===== src/rtl/sf_pkg.sv =====
// Shared types and constants for the stereo front-end multiplier-sharing controller.
// Consumers: sf_scale_sat and sf_mult_share_ctrl.
package sf_pkg;

  localparam int unsigned DATA_W = 18;
  localparam int unsigned K_W    = 4;
  localparam int unsigned MB_W   = 5;
  localparam int unsigned PROD_W = 23;
  localparam int unsigned EXT_W  = 24;
  localparam int unsigned SUM_W  = 19;

  localparam int SAT18_MAX = 131071;
  localparam int SAT18_MIN = -131072;

  localparam int unsigned SCALE_SHIFT = 3;
  localparam int unsigned ROUND_BIAS  = 4;

  typedef enum logic [2:0] {
    IDLE,
    START_S,
    WAIT_S,
    START_D,
    WAIT_D,
    DONE
  } sf_state_e;

  // Clamp a wide signed value into the 18-bit audio range.
  function automatic logic signed [DATA_W-1:0] sat18(input logic signed [EXT_W-1:0] x);
    logic signed [EXT_W-1:0] hi;
    logic signed [EXT_W-1:0] lo;
    hi = EXT_W'(SAT18_MAX);
    lo = EXT_W'(SAT18_MIN);
    if (x > hi) begin
      return hi[DATA_W-1:0];
    end else if (x < lo) begin
      return lo[DATA_W-1:0];
    end
    return x[DATA_W-1:0];
  endfunction

endpackage


===== src/rtl/sf_scale_sat.sv =====
// Scales a 23-bit signed product by 1/8 and saturates to 18 bits.
// Build option SF_ROUND_EN selects round-half-up; otherwise truncation toward -inf.
module sf_scale_sat
  import sf_pkg::*;
(
  input  logic signed [PROD_W-1:0] p_i,
  output logic signed [DATA_W-1:0] q_o
);

  logic signed [EXT_W-1:0] ext_c;
  logic signed [EXT_W-1:0] shr_c;

  always_comb begin
    ext_c = EXT_W'(p_i);
`ifdef SF_ROUND_EN
    ext_c = ext_c + EXT_W'(ROUND_BIAS);
`else
    ext_c = ext_c;
`endif
    shr_c = ext_c >>> SCALE_SHIFT;
    q_o   = sat18(shr_c);
  end

endmodule


===== src/rtl/sf_mult_share_ctrl.sv =====
// Time-shares one external sequential multiplier for the (L+R)*Ks and (L-R)*Kd gains.
// Rounding of the 1/8 scaling is selected by SF_ROUND_EN (see sf_scale_sat).
module sf_mult_share_ctrl
  import sf_pkg::*;
#(
  parameter int unsigned TM_MIN = 2
) (
  input  logic                     clock,
  input  logic                     reset,
  input  logic                     sample_valid,
  input  logic signed [DATA_W-1:0] LEFT,
  input  logic signed [DATA_W-1:0] RIGHT,
  input  logic        [K_W-1:0]    Ks,
  input  logic        [K_W-1:0]    Kd,
  output logic                     busy,
  output logic                     overrun,
  output logic                     mult_start,
  output logic signed [DATA_W-1:0] mult_a,
  output logic signed [MB_W-1:0]   mult_b,
  input  logic                     mult_ready,
  input  logic signed [PROD_W-1:0] mult_r,
  output logic signed [DATA_W-1:0] LI_in_LpR,
  output logic signed [DATA_W-1:0] LI_in_LmR,
  output logic                     out_valid
);

  localparam int unsigned CNT_W = $clog2(TM_MIN + 2);

  sf_state_e                state_q, state_d;
  logic [CNT_W-1:0]         cnt_q, cnt_d;
  logic signed [DATA_W-1:0] diff_q, diff_d;
  logic [K_W-1:0]           kd_q, kd_d;
  logic signed [DATA_W-1:0] lpr_hold_q, lpr_hold_d;
  logic signed [DATA_W-1:0] lmr_hold_q, lmr_hold_d;
  logic signed [DATA_W-1:0] mult_a_q, mult_a_d;
  logic signed [MB_W-1:0]   mult_b_q, mult_b_d;
  logic                     mult_start_q, mult_start_d;
  logic                     busy_q, busy_d;
  logic                     overrun_q, overrun_d;
  logic signed [DATA_W-1:0] li_lpr_q, li_lpr_d;
  logic signed [DATA_W-1:0] li_lmr_q, li_lmr_d;
  logic                     out_valid_q, out_valid_d;

  logic signed [SUM_W-1:0]  sum19_c;
  logic signed [SUM_W-1:0]  diff19_c;
  logic signed [DATA_W-1:0] scaled_c;
  logic                     ready_ok_c;

  // One scaler serves both captures; only one product is ever in flight.
  sf_scale_sat u_scale (
    .p_i (mult_r),
    .q_o (scaled_c)
  );

  always_ff @(posedge clock or posedge reset) begin
    if (reset) begin
      state_q      <= IDLE;
      cnt_q        <= '0;
      diff_q       <= '0;
      kd_q         <= '0;
      lpr_hold_q   <= '0;
      lmr_hold_q   <= '0;
      mult_a_q     <= '0;
      mult_b_q     <= '0;
      mult_start_q <= 1'b0;
      busy_q       <= 1'b0;
      overrun_q    <= 1'b0;
      li_lpr_q     <= '0;
      li_lmr_q     <= '0;
      out_valid_q  <= 1'b0;
    end else begin
      state_q      <= state_d;
      cnt_q        <= cnt_d;
      diff_q       <= diff_d;
      kd_q         <= kd_d;
      lpr_hold_q   <= lpr_hold_d;
      lmr_hold_q   <= lmr_hold_d;
      mult_a_q     <= mult_a_d;
      mult_b_q     <= mult_b_d;
      mult_start_q <= mult_start_d;
      busy_q       <= busy_d;
      overrun_q    <= overrun_d;
      li_lpr_q     <= li_lpr_d;
      li_lmr_q     <= li_lmr_d;
      out_valid_q  <= out_valid_d;
    end
  end

  always_comb begin
    state_d      = state_q;
    cnt_d        = cnt_q;
    diff_d       = diff_q;
    kd_d         = kd_q;
    lpr_hold_d   = lpr_hold_q;
    lmr_hold_d   = lmr_hold_q;
    mult_a_d     = mult_a_q;
    mult_b_d     = mult_b_q;
    mult_start_d = 1'b0;
    overrun_d    = 1'b0;
    li_lpr_d     = li_lpr_q;
    li_lmr_d     = li_lmr_q;
    out_valid_d  = 1'b0;

    sum19_c    = {LEFT[DATA_W-1], LEFT} + {RIGHT[DATA_W-1], RIGHT};
    diff19_c   = {LEFT[DATA_W-1], LEFT} - {RIGHT[DATA_W-1], RIGHT};
    // cnt_q counts cycles elapsed since the start cycle, saturating.
    ready_ok_c = mult_ready && (cnt_q >= CNT_W'(TM_MIN));

    unique case (state_q)
      IDLE: begin
        if (sample_valid) begin
          mult_a_d     = sat18(EXT_W'(sum19_c));
          mult_b_d     = {1'b0, Ks};
          diff_d       = sat18(EXT_W'(diff19_c));
          kd_d         = Kd;
          cnt_d        = '0;
          mult_start_d = 1'b1;
          state_d      = START_S;
        end
      end
      START_S: begin
        cnt_d   = CNT_W'(1);
        state_d = WAIT_S;
      end
      WAIT_S: begin
        if (cnt_q != '1) cnt_d = cnt_q + CNT_W'(1);
        if (ready_ok_c) begin
          lpr_hold_d   = scaled_c;
          mult_a_d     = diff_q;
          mult_b_d     = {1'b0, kd_q};
          mult_start_d = 1'b1;
          state_d      = START_D;
        end
      end
      START_D: begin
        cnt_d   = CNT_W'(1);
        state_d = WAIT_D;
      end
      WAIT_D: begin
        if (cnt_q != '1) cnt_d = cnt_q + CNT_W'(1);
        // The DONE update is folded into this exit so out_valid lands in the first IDLE cycle.
        if (ready_ok_c) begin
          lmr_hold_d  = scaled_c;
          li_lpr_d    = lpr_hold_q;
          li_lmr_d    = scaled_c;
          out_valid_d = 1'b1;
          state_d     = IDLE;
        end
      end
      DONE: begin
        li_lpr_d    = lpr_hold_q;
        li_lmr_d    = lmr_hold_q;
        out_valid_d = 1'b1;
        state_d     = IDLE;
      end
      default: begin
        state_d = IDLE;
      end
    endcase

    if (sample_valid && (state_q != IDLE)) overrun_d = 1'b1;
    busy_d = (state_d != IDLE);
  end

  assign busy       = busy_q;
  assign overrun    = overrun_q;
  assign mult_start = mult_start_q;
  assign mult_a     = mult_a_q;
  assign mult_b     = mult_b_q;
  assign LI_in_LpR  = li_lpr_q;
  assign LI_in_LmR  = li_lmr_q;
  assign out_valid  = out_valid_q;

endmodule


===== config.mk =====
export PLATFORM = sky130hd
export DESIGN_NAME = sf_mult_share_ctrl
export DESIGN_NICKNAME = d
export VERILOG_FILES = /design/src/rtl/sf_pkg.sv /design/src/rtl/sf_scale_sat.sv /design/src/rtl/sf_mult_share_ctrl.sv
export SDC_FILE = /design/constraint.sdc
export NUM_CORES = 1
export LEC_CHECK = 0
export ABC_AREA = 1
export ABC_CLOCK_PERIOD_IN_PS = 4790
export CAP_MARGIN = 30
export CORE_ASPECT_RATIO = 0.5
export CORE_MARGIN = 2
export CORE_UTILIZATION = 25
export DETAILED_ROUTE_END_ITERATION = 8
export GPL_TIMING_DRIVEN = 0
export REMOVE_ABC_BUFFERS = 1
export SYNTH_ARGS = -nofsm -noshare
export SYNTH_HDL_FRONTEND = slang
export SYNTH_SLANG_ARGS = --single-unit
export TNS_END_PERCENT = 50

===== constraint.sdc =====
create_clock -name clock -period 4.79 [get_ports clock]
set_clock_uncertainty 0.05 [all_clocks]
set_input_delay 1.437 -clock clock [delete_from_list [all_inputs] [get_ports clock]]
set_output_delay 1.437 -clock clock [all_outputs]
set_load 0.05 [all_outputs]

Word level (Yosys, flattened, before mapping)
Cells that the tools add are included.

Flip-flop bits (word level): 126. Bits of input ports: 71. Output and inout bits: 63. Word-level logic and storage cells: 91.

Add/subtract/negate cells: 3. Order comparisons: 7. Equality and inequality tests: 10. Muxes and demuxes: 41. Reduce and logical (&&, ||, !) cells: 16.

Operator list (number): two-way mux 18 bit (13); one-hot mux 18 bit (2 select lines) (3); > comparator 19 x 18 -> 1 bit (second input constant) (2); less-than comparator 19 x 18 -> 1 bit (second input constant) (2); > comparator 20 x 18 -> 1 bit (second input constant) (1); less-than comparator 20 x 18 -> 1 bit (second input constant) (1); adder 18 x 18 -> 19 bit (1); subtractor 18 x 18 -> 19 bit (1); one-hot mux 3 bit (5 select lines) (1); two-way mux 1 bit (13); two-way mux 5 bit (2); one-hot mux 5 bit (2 select lines) (1); two-way mux 3 bit (3); nonzero test 3 bit (3); != test 2 bit (second input constant) (4); AND reduction 2 bit (4); == test 3 x 2 -> 1 bit (second input constant) (2); == test 3 bit (second input constant) (2); one-hot mux 2 bit (3 select lines) (1); AND reduction 3 bit (2); two-way mux 2 bit (2); one-hot mux 1 bit (2 select lines) (2); nonzero test 2 bit (2); OR reduction 2 bit (2); 6 further kinds (7).

Longest topological paths before layout
Gate-level depths: netlist of run 1.

Depth in word-level cells: 9. Gate-level depth with buffers: 20. Depth with buffers taken out: 18.

Modules after synthesis
A second synthesis of run 1 with hierarchy kept.

Cells, all modules: 1084. Area, all modules: 8110.3 µm².

Modules (own cells, without submodules): sf_mult_share_ctrl (times used 1, cells an instance 1044, area each 7897.6 µm², sequential area each 3128.0 µm²); sf_scale_sat (times used 1, cells an instance 40, area each 212.7 µm², sequential area each 0.0 µm²).

Worst setup path before layout of run 1
No wires, ideal clock.

Path kind: in2reg. From: input RIGHT[10]. To: register mult_a_q[0], in the netlist mult_a[0]. Library setup time: 0.118 ns. Arrival time: 2.982 ns. Data required time: 4.622 ns. Setup slack: 1.641 ns. Stages on the path: 14. Path buffers: 2. Cell sequence: inv_1 > ha_1 > buf_6 > nor2_1 > nand2_1 > nor2_4 > nand4_2 > nand4_1 > nand2_2 > a21oi_4 > buf_6 > nand2_1 > nand2_1 > nand2_1.

Word-level cells in the longest chain between the ends: 9. Elaborated cells on any way between the ends: 11. Those cells by class: add/sub (1); order compare (2); mux (8).

RTL lines: from (decl) (RTL line sf_mult_share_ctrl.sv:12) `input logic signed [DATA_W-1:0] RIGHT,`; adder 18 x 18 -> 19 bit (*) (RTL line sf_mult_share_ctrl.sv:104) `sum19_c = {LEFT[DATA_W-1], LEFT} + {RIGHT[DATA_W-1], RIGHT};`; less-than comparator 19 x 18 -> 1 bit (RTL line sf_pkg.sv:35) `end else if (x < lo) begin`; two-way mux 1 bit (RTL line sf_pkg.sv:35); two-way mux 1 bit (RTL line sf_pkg.sv:33) `if (x > hi) begin`; two-way mux 1 bit (RTL line sf_mult_share_ctrl.sv:111) `if (sample_valid) begin`; two-way mux 1 bit (RTL line sf_mult_share_ctrl.sv:109) `unique case (state_q)`; two-way mux 18 bit (*) (RTL line sf_pkg.sv:38) `return x[DATA_W-1:0];`; two-way mux 18 bit (*) (RTL line sf_mult_share_ctrl.sv:111); one-hot mux 18 bit (2 select lines) (*) (RTL line sf_mult_share_ctrl.sv:109); to (signal assigned) (RTL line sf_mult_share_ctrl.sv:78) `mult_a_q <= mult_a_d;`; to (decl) (RTL line sf_mult_share_ctrl.sv:35) `logic signed [DATA_W-1:0] mult_a_q, mult_a_d;`.

Every way passes the cells marked *; elsewhere a longest branch is shown, timed or not. The select of a mux whose other input is x is not followed. A chain may end at the register's enable or synchronous reset.

Worst setup path after layout of run 1
From: input RIGHT[17]. To: register mult_a_q[8], in the netlist mult_a[8].

The elaborated chain is that of the path after synthesis.

==> flow_metrics.env, run 1 <==
export IMPL_synth_simple_area_share_pct=29.9
export IMPL_grt_pass1_vias=6947
export IMPL_die_w_um=255
export IMPL_seqPwrFrac_pct=29.9
export IMPL_cts_tree="built"
export IMPL_syn_area_per_cell_um2=7.35
export IMPL_fin_area_um2=10100
export IMPL_firstDrtPassIters=5
export IMPL_hp_class="reg2reg"
export IMPL_end_kind="flop"
export IMPL_synth_area_leader_cell="dfrtp_1"
export IMPL_htree_levels=4
export IMPL_hold_viol=0
export IMPL_cts_setup_buffers=0
export IMPL_min_from="lpr_hold_q[10]$_DFFE_PP0P_"
export IMPL_holdPathStages=2
export IMPL_setup_violations=0
export IMPL_grt_pass1_wl_mm=36.0
export IMPL_switching_share_pct=45.5
export IMPL_synth_distinct_cells=42
export IMPL_whs_endpoint="LI_in_LpR[10]$_DFFE_PP0P_"
export IMPL_cp_max_fo=14
export IMPL_r2r_start="state_q[0]$_DFF_PP0_"
export IMPL_status="completed"
export IMPL_vias_per_cell=4.33
export IMPL_worstMarginPinSlew_ns=0.950
export IMPL_rows=45
export IMPL_clock_path_buffers=2
export IMPL_drv_slew=0
export IMPL_syn_to_final_growth_pct=28.3
export IMPL_cts_resized=0
export IMPL_p_leak_nw=5.13
export IMPL_max_slew_margin_rel_pct=36.5
export IMPL_period_needed_ns=3.89
export IMPL_wl_per_cell_um=13.6
export IMPL_internal_power_mw=3.30
export IMPL_die_h_um=130
export IMPL_grt_max_degree=83
export IMPL_cp_required_ns=5.05
export IMPL_cts_buffers=17
export IMPL_ioPinCount=134
export IMPL_start_kind="input pin"
export IMPL_r2r_cells=7
export IMPL_clock_power_share_pct=21.5
export IMPL_dp_cells=1590
export IMPL_routed_wirelength_mm=22.1
export IMPL_muxShareOfSynthArea_pct=0
export IMPL_synth_warnings=0
export IMPL_placed_area_um2=9560
export IMPL_place_congestion=0.823
export IMPL_pwr_share_comb_pct=48.6
export IMPL_ys_seq_elements=125
export IMPL_arrival_ns=4.15
export IMPL_grt_total_usage_pct=13.6
export IMPL_seq_area_frac_synth_pct=39.6
export IMPL_ys_top_cells_by_area="dfrtp_1 (40%), nand2_1 (19%), inv_1 (6.0%)"
export IMPL_ctsHoldBuffers=0
export IMPL_critical_path_class="in2reg"
export IMPL_p_per_area_nw_per_um2=598
export IMPL_synth_fa_ha_area_share_pct=6.52
export IMPL_synth_compound_area_share_pct=10.9
export IMPL_fp_coreArea_um2=30700
export IMPL_rsz0062_at_grt="no"
export IMPL_r2r_setup_slack_ns=1.32
export IMPL_die_area_um2=33100
export IMPL_drc_errors=0
export IMPL_antenna_found_initial=0
export IMPL_ir_worst_vdd_v=0.000227
export IMPL_reg2reg_to="mult_a[17]$_DFFE_PP0P_"
export IMPL_path_clk_slew_ns=0.06
export IMPL_cts_sinks=125
export IMPL_initialDrtViolationCount=395
export IMPL_maxCapViolCount=0
export IMPL_synth_top_family_by_area="simple AND/OR/NAND/NOR gates"
export IMPL_overflow=0
export IMPL_p_sw_mw=2.76
export IMPL_fmax_mhz=257
export IMPL_synth_area_um2=7910
export IMPL_clock_latency_ns=0.41
export IMPL_start_util_pct=25.7
export IMPL_drive_gt1_share_pct=8.34
export IMPL_n_antenna_cell=0
export IMPL_layout_nets=1297
export IMPL_antenna_left=0
export IMPL_synthCells=1075
export IMPL_period_share_pct=81.3
export IMPL_port_buffer_count=129
export IMPL_dp_hpwl_mm=16.3
export IMPL_yosysTopAreaCellShare_pct=39.6
export IMPL_synth_xor_area_share_pct=2.88
export IMPL_layout_cells_non_filler=1622
export IMPL_vias=7021
export IMPL_clockRootBuffer="clkbuf_16"
==> per-layer routing <==
| metal | vias up | track usage (%) | wire, um |
|---|---|---|---|
| met5 | - | 0 | 0 |
| met4 | 0 | 3.44 | 189 |
| met3 | 11 | 2.53 | 811 |
| met2 | 108 | 25.5 | 11300 |
| met1 | 3317 | 16.3 | 9800 |
| li1 | 3585 | - | - |
==> flip-flops by register name, summed over array words and instances, names as in the netlist <==
name	flops
LI_in_LmR	18
LI_in_LpR	18
diff_q	18
lmr_hold_q	18
lpr_hold_q	18
mult_a	18
kd_q	4
mult_b	4
state_q	3
cnt_q	2
busy	1
mult_start	1
out_valid	1
overrun	1
==> layout by cell type (no fill, tap or decap), types with 3 or more instances in the layout <==
| master | Yosys | final |
|---|---|---|
| inv_6 | 1 | 8 |
| o21ai_0 | 38 | 38 |
| dfrtp_1 | 125 | 125 |
| inv_1 | 127 | 126 |
| a21oi_1 | 31 | 31 |
| nand4_1 | 14 | 14 |
| a31oi_1 | 22 | 22 |
| nor2_1 | 85 | 84 |
| nor2_2 | 5 | 5 |
| nand2_1 | 393 | 393 |
| o21bai_1 | 8 | 8 |
| xor2_1 | 25 | 25 |
| nand2_2 | 11 | 11 |
| nor3_1 | 8 | 8 |
| inv_2 | 13 | 13 |
| nand3_2 | 3 | 3 |
| ha_1 | 38 | 38 |
| clkdlybuf4s50_1 | 0 | 129 |
| a21oi_2 | 14 | 14 |
| o211ai_1 | 19 | 19 |
| nand3_1 | 25 | 25 |
| clkinv_2 | 0 | 3 |
| nor2_4 | 7 | 8 |
| clkbuf_16 | 0 | 17 |
==> Yosys cell counts (all sizes together) <==
cell type / count
nor4: 1
nand2: 406
nand3b: 2
nand3: 28
clkinv: 1
a22oi: 1
and3: 1
buf: 24
o211ai: 19
inv: 141
a21oi: 46
or2: 1
a21o: 1
clkbuf: 16
conb: 1
xor2: 25
dfrtp: 125
a21boi: 1
xnor2: 1
ha: 38
a31oi: 22
nand4: 15
nor2: 97
o21bai: 8
o21ai: 41
fa: 2
nor3: 11
==> stage by stage <==
step / worst slack, ns / setup TNS, ns / total power [mW] / hold WS [ns] / utilization, %
finish: 0.897 / 0 / 6.06 / 0.415 / 33.0
global route: 0.669 / 0 / 6.49 / 0.440 / 33.0
CTS: 0.915 / 0 / 6.14 / 0.420 / 33.0
detailed placement: 0.473 / 0 / 4.81 / 0.409 / 31.1
global placement: -2.21 / -286.11 / 4.76 / 0.405 / 30.8
floorplan: -0.0246 / -3.07 / 3.83 / 0.392 / -
==> power by group through the flow <==
stage | Sequential (mW) | Clock, mW | Combinational, mW
global route | 1.88 | 1.38 | 3.22
detailed placement | 1.84 | 0 | 2.97
global placement | 1.82 | 0 | 2.95
finish | 1.81 | 1.30 | 2.95
floorplan | 2.64 | 0 | 1.19
CTS | 1.82 | 1.33 | 2.99
==> kinds of logic after synthesis <==
logic type / Yosys count
simple gates: 562
buf+inv: 182
compound gates: 139
flops: 125
fa+ha+maj: 40
xor+xnor: 26
other cells: 1
==> final cells by class <==
cell class / count / area (um^2)
clock inverter: 15 / 160
fill: 3321 / 20600
inverter: 142 / 543
multi-input combinational: 768 / 3990
sequential: 125 / 3130
tap: 423 / 529
timing repair buffer: 132 / 1370
clock buffer: 17 / 425
==> worst max path at each step <==
| stage | from | to | depth (start not counted) |
|---|---|---|---|
| global placement | reset | LI_in_LpR[16]$_DFFE_PP0P_ | 2 |
| floorplan | reset | LI_in_LmR[0]$_DFFE_PP0P_ | 1 |
| global route | RIGHT[17] | mult_a[8]$_DFFE_PP0P_ | 14 |
| detailed placement | RIGHT[17] | mult_a[8]$_DFFE_PP0P_ | 14 |
| CTS | RIGHT[17] | mult_a[8]$_DFFE_PP0P_ | 14 |
| finish | RIGHT[17] | mult_a[8]$_DFFE_PP0P_ | 14 |
==> critical path: stages <==
cell             delay, ns
clkdlybuf4s50_1       0.48
inv_1                 0.05
ha_1                  0.62
inv_2                 0.22
a21oi_1               0.19
nand2_1               0.10
a21oi_2               0.17
nand3_2               0.10
nand2_1               0.08
nand2_2               0.07
a21oi_4               0.36
nand2_1               0.09
nand2_1               0.11
nand2_1               0.06
Power figures use the tool's default switching activity.
==> inputs of run 2 (changes only) <==
ABC_CLOCK_PERIOD_IN_PS = 3480   (was 4790)
clock period = 3.48 ns   (was 4.79 ns; I/O delays follow)
==> flow_metrics.env, run 2 (synthesis gave the netlist of run 1 again) <==
export IMPL_period_needed_ns=3.29
export IMPL_dp_hpwl_mm=16.3
export IMPL_arrival_ns=3.54
export IMPL_die_w_um=255
export IMPL_start_util_pct=25.7
export IMPL_seq_area_um2=3130
export IMPL_mostFrequentLayoutCells="nand2_1 (393), clkdlybuf4s50_1 (129), inv_1 (126), dfrtp_1 (125), nor2_1 (84)"
export IMPL_antenna_left=0
export IMPL_holdPathStages=2
export IMPL_die_h_um=130
export IMPL_p_per_area_nw_per_um2=825
export IMPL_tns_ns=0
export IMPL_antenna_found_initial=0
export IMPL_port_buffer_count=129
export IMPL_ctsHoldBuffers=0
export IMPL_setup_violations=0
export IMPL_ioPinCount=134
export IMPL_vias=7073
export IMPL_r2r_cells=7
export IMPL_cts_buffers=17
export IMPL_rsz0062_at_grt="no"
export IMPL_ir_worst_vdd_v=0.000318
export IMPL_grt_max_degree=83
export IMPL_cts_sinks=125
export IMPL_start_kind="input pin"
export IMPL_end_kind="flop"
export IMPL_die_area_um2=33100
export IMPL_hp_class="reg2reg"
export IMPL_hold_viol=0
export IMPL_clockRootBuffer="clkbuf_16"
export IMPL_final_common_cell="nand2_1"
export IMPL_initialDrtViolationCount=412
export IMPL_total_power_mw=8.40
export IMPL_critical_path_class="in2reg"
export IMPL_htree_levels=4
export IMPL_status="completed"
export IMPL_fmax_mhz=304
export IMPL_firstDrtPassIters=5
export IMPL_grt_pass1_wl_mm=36.6
export IMPL_layout_nets=1300
export IMPL_cp_required_ns=3.73
export IMPL_path_clk_slew_ns=0.06
export IMPL_drive_gt1_share_pct=8.99
export IMPL_place_congestion=0.823
export IMPL_clock_path_buffers=2
export IMPL_maxCapViolCount=0
export IMPL_r2r_setup_slack_ns=0.32
export IMPL_n_antenna_cell=0
export IMPL_routed_wirelength_mm=22.6
export IMPL_rows=45
export IMPL_drc_errors=0
export IMPL_cp_max_fo=9
export IMPL_syn_to_final_growth_pct=28.9
export IMPL_vias_per_cell=4.35
export IMPL_fp_coreArea_um2=30700
export IMPL_worstMarginPinSlew_ns=0.875
export IMPL_grt_pass1_vias=7012
export IMPL_clock_latency_ns=0.41
export IMPL_multi_input_area_um2=4010
export IMPL_drv_slew=0
export IMPL_period_share_pct=94.4
export IMPL_cts_tree="built"
export IMPL_nFillCells=3321
export IMPL_max_slew_margin_rel_pct=41.6
export IMPL_grt_total_usage_pct=13.9
export IMPL_whs_ns=0.416
export IMPL_p_leak_nw=5.14
export IMPL_overflow=0
export IMPL_wl_per_cell_um=13.9
run 2: changes by cell type in the layout (fill, tap and decap cells not counted):
cell and delta:
ha_1 -5, o21ai_0 -2, nor2_2 +2, buf_12 +1, ha_2 +5, o21ai_1 +2
run 2: cell type report:
class | instances | area share [%]
repair buffers | 133 | 13.6
clock inverters | 15 | 1.57
clock buffers | 17 | 4.18
flip-flops and latches | 125 | 30.7
well taps | 423 | 5.20
multi-input cells | 770 | 39.4
inverters | 142 | 5.33
run 2: where the power goes:
part | leakage [nW] | internal (mW) | switching (mW) | total, mW
combinational | 3.39 | 1.35 | 2.75 | 4.10
clock | 0.285 | 1.07 | 0.732 | 1.80
sequential | 1.46 | 2.16 | 0.342 | 2.50
total | 5.14 | 4.57 | 3.82 | 8.40
run 2: worst paths after layout:
path / startpoint / to
hold reg to reg: lpr_hold_q[10]$_DFFE_PP0P_ / LI_in_LpR[10]$_DFFE_PP0P_
setup reg to reg: state_q[0]$_DFF_PP0_ / mult_a[17]$_DFFE_PP0P_
max in group asynchronous: reset / lpr_hold_q[2]$_DFFE_PP0P_
min in group asynchronous: reset / kd_q[2]$_DFFE_PP0P_
hold / removal: lpr_hold_q[10]$_DFFE_PP0P_ / LI_in_LpR[10]$_DFFE_PP0P_
setup / recovery: RIGHT[2] / diff_q[7]$_DFFE_PP0P_
run 2: metrics by stage:
stage	cell area [um^2]	utilization [%]	setup WS, ns	std cells
6_report	10200	33.1	0.194	1625
5_1_grt	10200	33.1	0.0102	1625
4_1_cts	10200	33.0	0.119	1624
3_5_place_dp	9560	31.1	-0.444	1590
3_3_place_gp	9460	30.8	-3.13	1587
2_1_floorplan	7640	-	-0.942	1035
run 2: critical path: stages:
cell	delay, ns
clkdlybuf4s50_1	0.47
inv_1	0.04
ha_1	0.48
inv_1	0.12
nor3_1	0.39
nand4_1	0.22
nand3_1	0.15
nand2_1	0.06
nand2_1	0.11
nand2_4	0.11
nand2_1	0.11
inv_2	0.10
nand2_1	0.08
nand2_1	0.05
run 2: repair_timing:
action                     4_1_cts  5_1_grt
setup endpoints to repair        2       22
setup buffers                    0        1
cloned                           2        0
gates resized for setup          1        6
pin swaps                        2        1
run 2: per-layer routing:
metal | up-vias | wire (um) | track usage [%]
li1 | 3596 | - | -
met1 | 3323 | 9960 | 16.6
met2 | 142 | 11600 | 26.0
met3 | 12 | 903 | 2.53
met4 | 0 | 189 | 3.44
met5 | - | 0 | 0
